### config.mk
export PLATFORM = sky130hd
export DESIGN_NAME = prewish_mask_arbiter
export DESIGN_NICKNAME = d
export VERILOG_FILES = /design/src/rtl/prewish_mask_arbiter_pkg.sv /design/src/rtl/prewish_mask_arbiter_gap_timer.sv /design/src/rtl/prewish_mask_arbiter.sv
export SDC_FILE = /design/constraint.sdc
export NUM_CORES = 1
export LEC_CHECK = 0
export ABC_AREA = 1
export CAP_MARGIN = 20
export CORE_UTILIZATION = 47
export CTS_BUF_LIST = sky130_fd_sc_hd__clkbuf_2
export CTS_CLUSTER_SIZE = 20
export DETAILED_ROUTE_END_ITERATION = 8
export GPL_ROUTABILITY_DRIVEN = 0
export PLACE_DENSITY_LB_ADDON = 0.08
export SLEW_MARGIN = 20
export SYNTH_ARGS = -nofsm -noshare
export SYNTH_HDL_FRONTEND = slang
export SYNTH_SLANG_ARGS = --single-unit
export TNS_END_PERCENT = 20
### constraint.sdc
create_clock -name CLK_I -period 1.3 [get_ports CLK_I]
set_input_delay 0.26 -clock CLK_I [delete_from_list [all_inputs] [get_ports CLK_I]]
set_output_delay 0.26 -clock CLK_I [all_outputs]
set_load 0.02 [all_outputs]
### src/rtl/prewish_mask_arbiter_pkg.sv
// Shared state encoding, mask width and grant codes for the prewish mask arbiter.
package prewish_mask_arbiter_pkg;

  typedef enum logic [1:0] {
    ST_IDLE = 2'd0,
    ST_LOAD = 2'd1,
    ST_GAP  = 2'd2
  } arb_state_t;

  localparam int unsigned PREWISH_MASK_W = 8;

  localparam logic [1:0] GNT_NONE = 2'b00;
  localparam logic [1:0] GNT_REQ0 = 2'b01;
  localparam logic [1:0] GNT_REQ1 = 2'b10;

  function automatic logic [1:0] gnt_code(input logic sel1);
    return sel1 ? GNT_REQ1 : GNT_REQ0;
  endfunction

endpackage

### src/rtl/prewish_mask_arbiter_gap_timer.sv
// Loadable down-counter enforcing the idle gap after each mask load; done when at zero.
module prewish_gap_timer #(
  parameter int unsigned GAP_CYCLES = 16
) (
  input  logic clk,
  input  logic rst,
  input  logic load,
  input  logic en,
  output logic done
);

  localparam int unsigned CW = (GAP_CYCLES == 0) ? 1 : $clog2(GAP_CYCLES + 1);
  localparam logic [CW-1:0] LOAD_VAL = (GAP_CYCLES == 0) ? '0 : CW'(GAP_CYCLES - 1);

  logic [CW-1:0] cnt;

  // Saturates at zero so a stray enable never wraps the count.
  always_ff @(posedge clk) begin
    if (rst) begin
      cnt <= '0;
    end else if (load) begin
      cnt <= LOAD_VAL;
    end else if (en && (cnt != '0)) begin
      cnt <= cnt - CW'(1);
    end
  end

  assign done = (cnt == '0);

endmodule

### src/rtl/prewish_mask_arbiter.sv
// Two-requester arbiter for the blinky mask-load port with enforced inter-load gap.
// Build option: PREWISH_ARB_FIXED_PRIO_EN selects fixed priority (requester 0) instead of round-robin.
module prewish_mask_arbiter
  import prewish_mask_arbiter_pkg::*;
#(
  parameter int unsigned GAP_CYCLES = 16,
  parameter int unsigned MASK_W     = PREWISH_MASK_W
) (
  input  logic              CLK_I,
  input  logic              RST_I,
  input  logic              REQ0_STB_I,
  input  logic [MASK_W-1:0] REQ0_DAT_I,
  output logic              REQ0_ACK_O,
  input  logic              REQ1_STB_I,
  input  logic [MASK_W-1:0] REQ1_DAT_I,
  output logic              REQ1_ACK_O,
  output logic              STB_O,
  output logic [MASK_W-1:0] DAT_O,
  output logic [1:0]        GNT_O
);

  arb_state_t state;
  logic [1:0] arm;
  logic [1:0] elig;
  logic [1:0] grant_vec;
  logic       pick1;
  logic       grant;
  logic       gap_done;
`ifndef PREWISH_ARB_FIXED_PRIO_EN
  logic       last1;
`endif

  always_comb begin
    elig  = {REQ1_STB_I & arm[1], REQ0_STB_I & arm[0]};
    grant = (state == ST_IDLE) && (elig != 2'b00);
`ifdef PREWISH_ARB_FIXED_PRIO_EN
    pick1 = ~elig[0];
`else
    pick1 = (elig == 2'b11) ? ~last1 : elig[1];
`endif
    grant_vec = grant ? gnt_code(pick1) : GNT_NONE;
  end

  prewish_gap_timer #(
    .GAP_CYCLES(GAP_CYCLES)
  ) u_gap_timer (
    .clk (CLK_I),
    .rst (RST_I),
    .load(state == ST_LOAD),
    .en  (state == ST_GAP),
    .done(gap_done)
  );

  // Arm bits are cleared at the grant edge so a strobe held high yields a single load.
  always_ff @(posedge CLK_I) begin
    if (RST_I) begin
      state      <= ST_IDLE;
      arm        <= '0;
      STB_O      <= 1'b0;
      REQ0_ACK_O <= 1'b0;
      REQ1_ACK_O <= 1'b0;
      DAT_O      <= '0;
      GNT_O      <= GNT_NONE;
`ifndef PREWISH_ARB_FIXED_PRIO_EN
      last1      <= 1'b1;
`endif
    end else begin
      arm        <= (arm | ~{REQ1_STB_I, REQ0_STB_I}) & ~grant_vec;
      STB_O      <= 1'b0;
      REQ0_ACK_O <= 1'b0;
      REQ1_ACK_O <= 1'b0;
      case (state)
        ST_IDLE: begin
          if (grant) begin
            state      <= ST_LOAD;
            STB_O      <= 1'b1;
            REQ0_ACK_O <= ~pick1;
            REQ1_ACK_O <= pick1;
            DAT_O      <= pick1 ? REQ1_DAT_I : REQ0_DAT_I;
            GNT_O      <= grant_vec;
`ifndef PREWISH_ARB_FIXED_PRIO_EN
            last1      <= pick1;
`endif
          end
        end
        ST_LOAD: state <= (GAP_CYCLES > 0) ? ST_GAP : ST_IDLE;
        ST_GAP:  if (gap_done) state <= ST_IDLE;
        default: state <= ST_IDLE;
      endcase
    end
  end

endmodule

==> results of run 1 <==
where the power goes:
part	leakage [nW]	internal [mW]	switching [mW]
registers	0.189	0.765	0.0344
clock network	0.0164	0.0697	0.217
logic	0.528	0.199	0.248
layer usage:
| metal | share of wire [%] | vias to the layer above | wire length [um] |
|---|---|---|---|
| met5 | 0 | - | 0 |
| met1 | 45 | 482 | 1110 |
| met2 | 49 | 30 | 1210 |
| met4 | 1.0 | 0 | 25 |
| met3 | 5.6 | 4 | 140 |
| li1 | - | 548 | - |
final cells by class:
type                    count  area (um2)  area share, %
well taps                  27        33.8           2.30
clock buffers               3        15.0           1.02
repair buffers             43         367           24.9
multi-input cells         103         523           35.5
clock inverters             1        5.00          0.340
inverters                  17        65.1           4.42
flip-flops and latches     23         463           31.5
synthesized netlist by cell type, drive strengths merged:
cell type | n | area [um2]
nand2 | 49 | 201
ha | 2 | 25.0
nand3 | 25 | 130
dfxtp | 23 | 460
nand3b | 2 | 15.0
nor2 | 14 | 78.8
buf | 2 | 12.5
o21ai | 1 | 5.00
a21oi | 9 | 45.0
or2 | 1 | 6.26
inv | 16 | 60.1
clkbuf | 1 | 3.75
clkinv | 1 | 5.00
cells by family (layout without fill, tap and decap cells):
group                    count (synthesis)  in the layout  synth area share, %
adder cells (fa/ha/maj)                  2              2                 2.39
AO/OA/AOI/OAI                           10             10                 4.77
flip-flops                              23             23                 43.9
buffers and inverters                   20             64                 7.76
AND/OR/NAND/NOR                         91             91                 41.2
cell usage in the layout, fill, tap and decap left out, types with 2 or more instances in the layout:
cell type,instances
inv_1,14
nand2_1,44
nand2_4,3
a21oi_1,8
nand3b_1,2
clkinv_2,2
clkdlybuf4s50_1,19
nand3_1,24
nand2_2,2
dfxtp_2,2
buf_4,10
inv_2,2
nor2_2,2
nor2_1,10
clkbuf_2,13
ha_1,2
dfxtp_1,21
clkdlybuf4s15_1,2
stage by stage:
stage,setup TNS [ns],instance area [um2],worst slack [ns]
after floorplan,0,1050,0.155
after global placement,-2.47,1480,-0.200
after detailed placement,-2.94,1480,-0.234
after CTS,0,1500,0.00838
after global routing,-0.0607,1470,-0.0366
final,0,1470,0.0576
how the worst min path moves through the flow:
stage                       from  cells past startpoint                     to
5_1_grt            REQ1_DAT_I[1]                      3  DAT_O[1]$_SDFFE_PP0P_
3_5_place_dp   arm[1]$_SDFF_PP0_                      2      arm[1]$_SDFF_PP0_
2_1_floorplan         REQ1_STB_I                      1      arm[1]$_SDFF_PP0_
6_report           REQ1_DAT_I[1]                      3  DAT_O[1]$_SDFFE_PP0P_
4_1_cts            REQ1_DAT_I[1]                      3  DAT_O[1]$_SDFFE_PP0P_
3_3_place_gp   arm[1]$_SDFF_PP0_                      2      arm[1]$_SDFF_PP0_
registers in the layout, indices dropped and copies added, names as in the netlist:
register,flops
u_gap_timer.cnt,5
GNT_O,2
REQ0_ACK_O,1
STB_O,1
last1,1
REQ1_ACK_O,1
state,2
DAT_O,8
arm,2
==> flow_summary.yaml, run 1 <==
outcome:
  status: "finished, final reports clean"
drt:
  drt_pass1_iterations: 4
  routed_wirelength_mm: 2.49
  wl_per_cell_um: 11.5
  ant_nets: 0
  drt_iter0_markers: 14
  drc: 0
  via_per_inst: 4.90
  vias: 1064
grt:
  grt_busiest_layer: "met2"
  grt_max_degree: 14
  antenna_found_initial: 0
  use_met3_pct: 4.67
  met1_usage_pct: 24.9
  grtUsageTotal_pct: 21.3
  grt_pass1_vias: 1010
  grt_pass1_wl_mm: 4.02
  grt_overflow: 0
  grt_util_met2_pct: 37.7
yosys:
  ys_types: 21
  yosysSeqAreaShare_pct: 43.9
  synth-seq-cells: 23
  syn_area_per_cell_um2: 7.18
  syn_area_um2: 1050
  syn_inst: 146
  yosys_warnings: 0
  syn_nets: 168
critical_path:
  cp-startpoint: "GNT_O[0]$_SDFFE_PP0P_"
  worst-r2r-cell-count: 9
  crit_path_start_kind: "register"
  critPathTopFamily: "flip-flops"
  crit_cells: 1
  timing.rr.end: "u_gap_timer.cnt[0]$_SDFFE_PP0P_"
  reg2reg_slack_ns: 0.08
  cp.arrival_ns: 0.98
  reg2reg_from: "u_gap_timer.cnt[1]$_SDFFE_PP0P_"
  critPathKind: "register to output pin"
  crit_fanout: 2
  cp.required_ns: 1.04
  path_cells: "clkdlybuf4s15_1"
  slowest_delay_ns: 0.37
  crit_end: "GNT_O[0]"
  critPathBufInv: 1
  cp_slowest_cell: "dfxtp_1"
  cp-end-kind: "output pin"
timing:
  tightestPinTransition_ns: 0.262
  worst_slew_margin_rel_pct: 82.5
  grt_setup_unrepaired: "true"
  layout_min_cycle_time_ns: 1.24
  finalClockSkew_ns: 0.0219
  drv_slew: 0
  setup-violations-final: 0
  fmax_mhz: 805
  hold_ws_ns: 0.425
  timing.final.crit_share_pct: 95.6
  hold_viol: 0
floorplan:
  core_um2: 2020
  die_area_um2: 2420
  ios: 33
  rows: 16
  die_y_um: 49.2
  die_x_um: 49.2
  initial_core_util_pct: 51.9
cts:
  cts_root_buffer: "clkbuf_2"
  path_clk_slew_ns: 0.23
  clkSinkCount: 23
  postCtsResizedCells: 22
  cts_setup_buffers: 0
  clock_latency_ns: 0.33
  ctsHoldBuffers: 0
  htreeDepth: 1
  cts-buffers-inserted: 3
  cts_buffer_depth: 2
  cts_tree: "yes"
place:
  numPlacedInstances: 213
  place_hpwl_mm: 1.91
  portBuffers: 32
final_layout:
  n_fill_cell: 173
  finish.net_count: 213
  drive_gt1_share_pct: 22.1
  utilization_pct: 72.8
  antennaDiodeCount: 0
  area_growth_pct: 40.3
  fin_cells: 217
power_and_ir_drop:
  ir_drop_uv: 688
  finalPower_mw: 1.53
  p_per_area_nw_per_um2: 1040
  power.leakage_nw: 0.733
min_path:
  min_path_type: "input port to register"
flow_run:
  max-cap-violations: 0
Power figures use the tool's default switching activity.
==> run 2: changes to the inputs <==
--- a/config.mk
+++ b/config.mk
@@ -6,12 +6,12 @@
 export NUM_CORES = 1
 export LEC_CHECK = 0
 export ABC_AREA = 1
-export CAP_MARGIN = 20
 export CORE_UTILIZATION = 47
 export CTS_BUF_LIST = sky130_fd_sc_hd__clkbuf_2
 export CTS_CLUSTER_SIZE = 20
 export DETAILED_ROUTE_END_ITERATION = 8
 export GPL_ROUTABILITY_DRIVEN = 0
+export HOLD_SLACK_MARGIN = 0.05
 export PLACE_DENSITY_LB_ADDON = 0.08
 export SLEW_MARGIN = 20
 export SYNTH_ARGS = -nofsm -noshare
==> results of run 2 <==
Same layout as run 1: the final DEF is identical, and so are final timing and power.
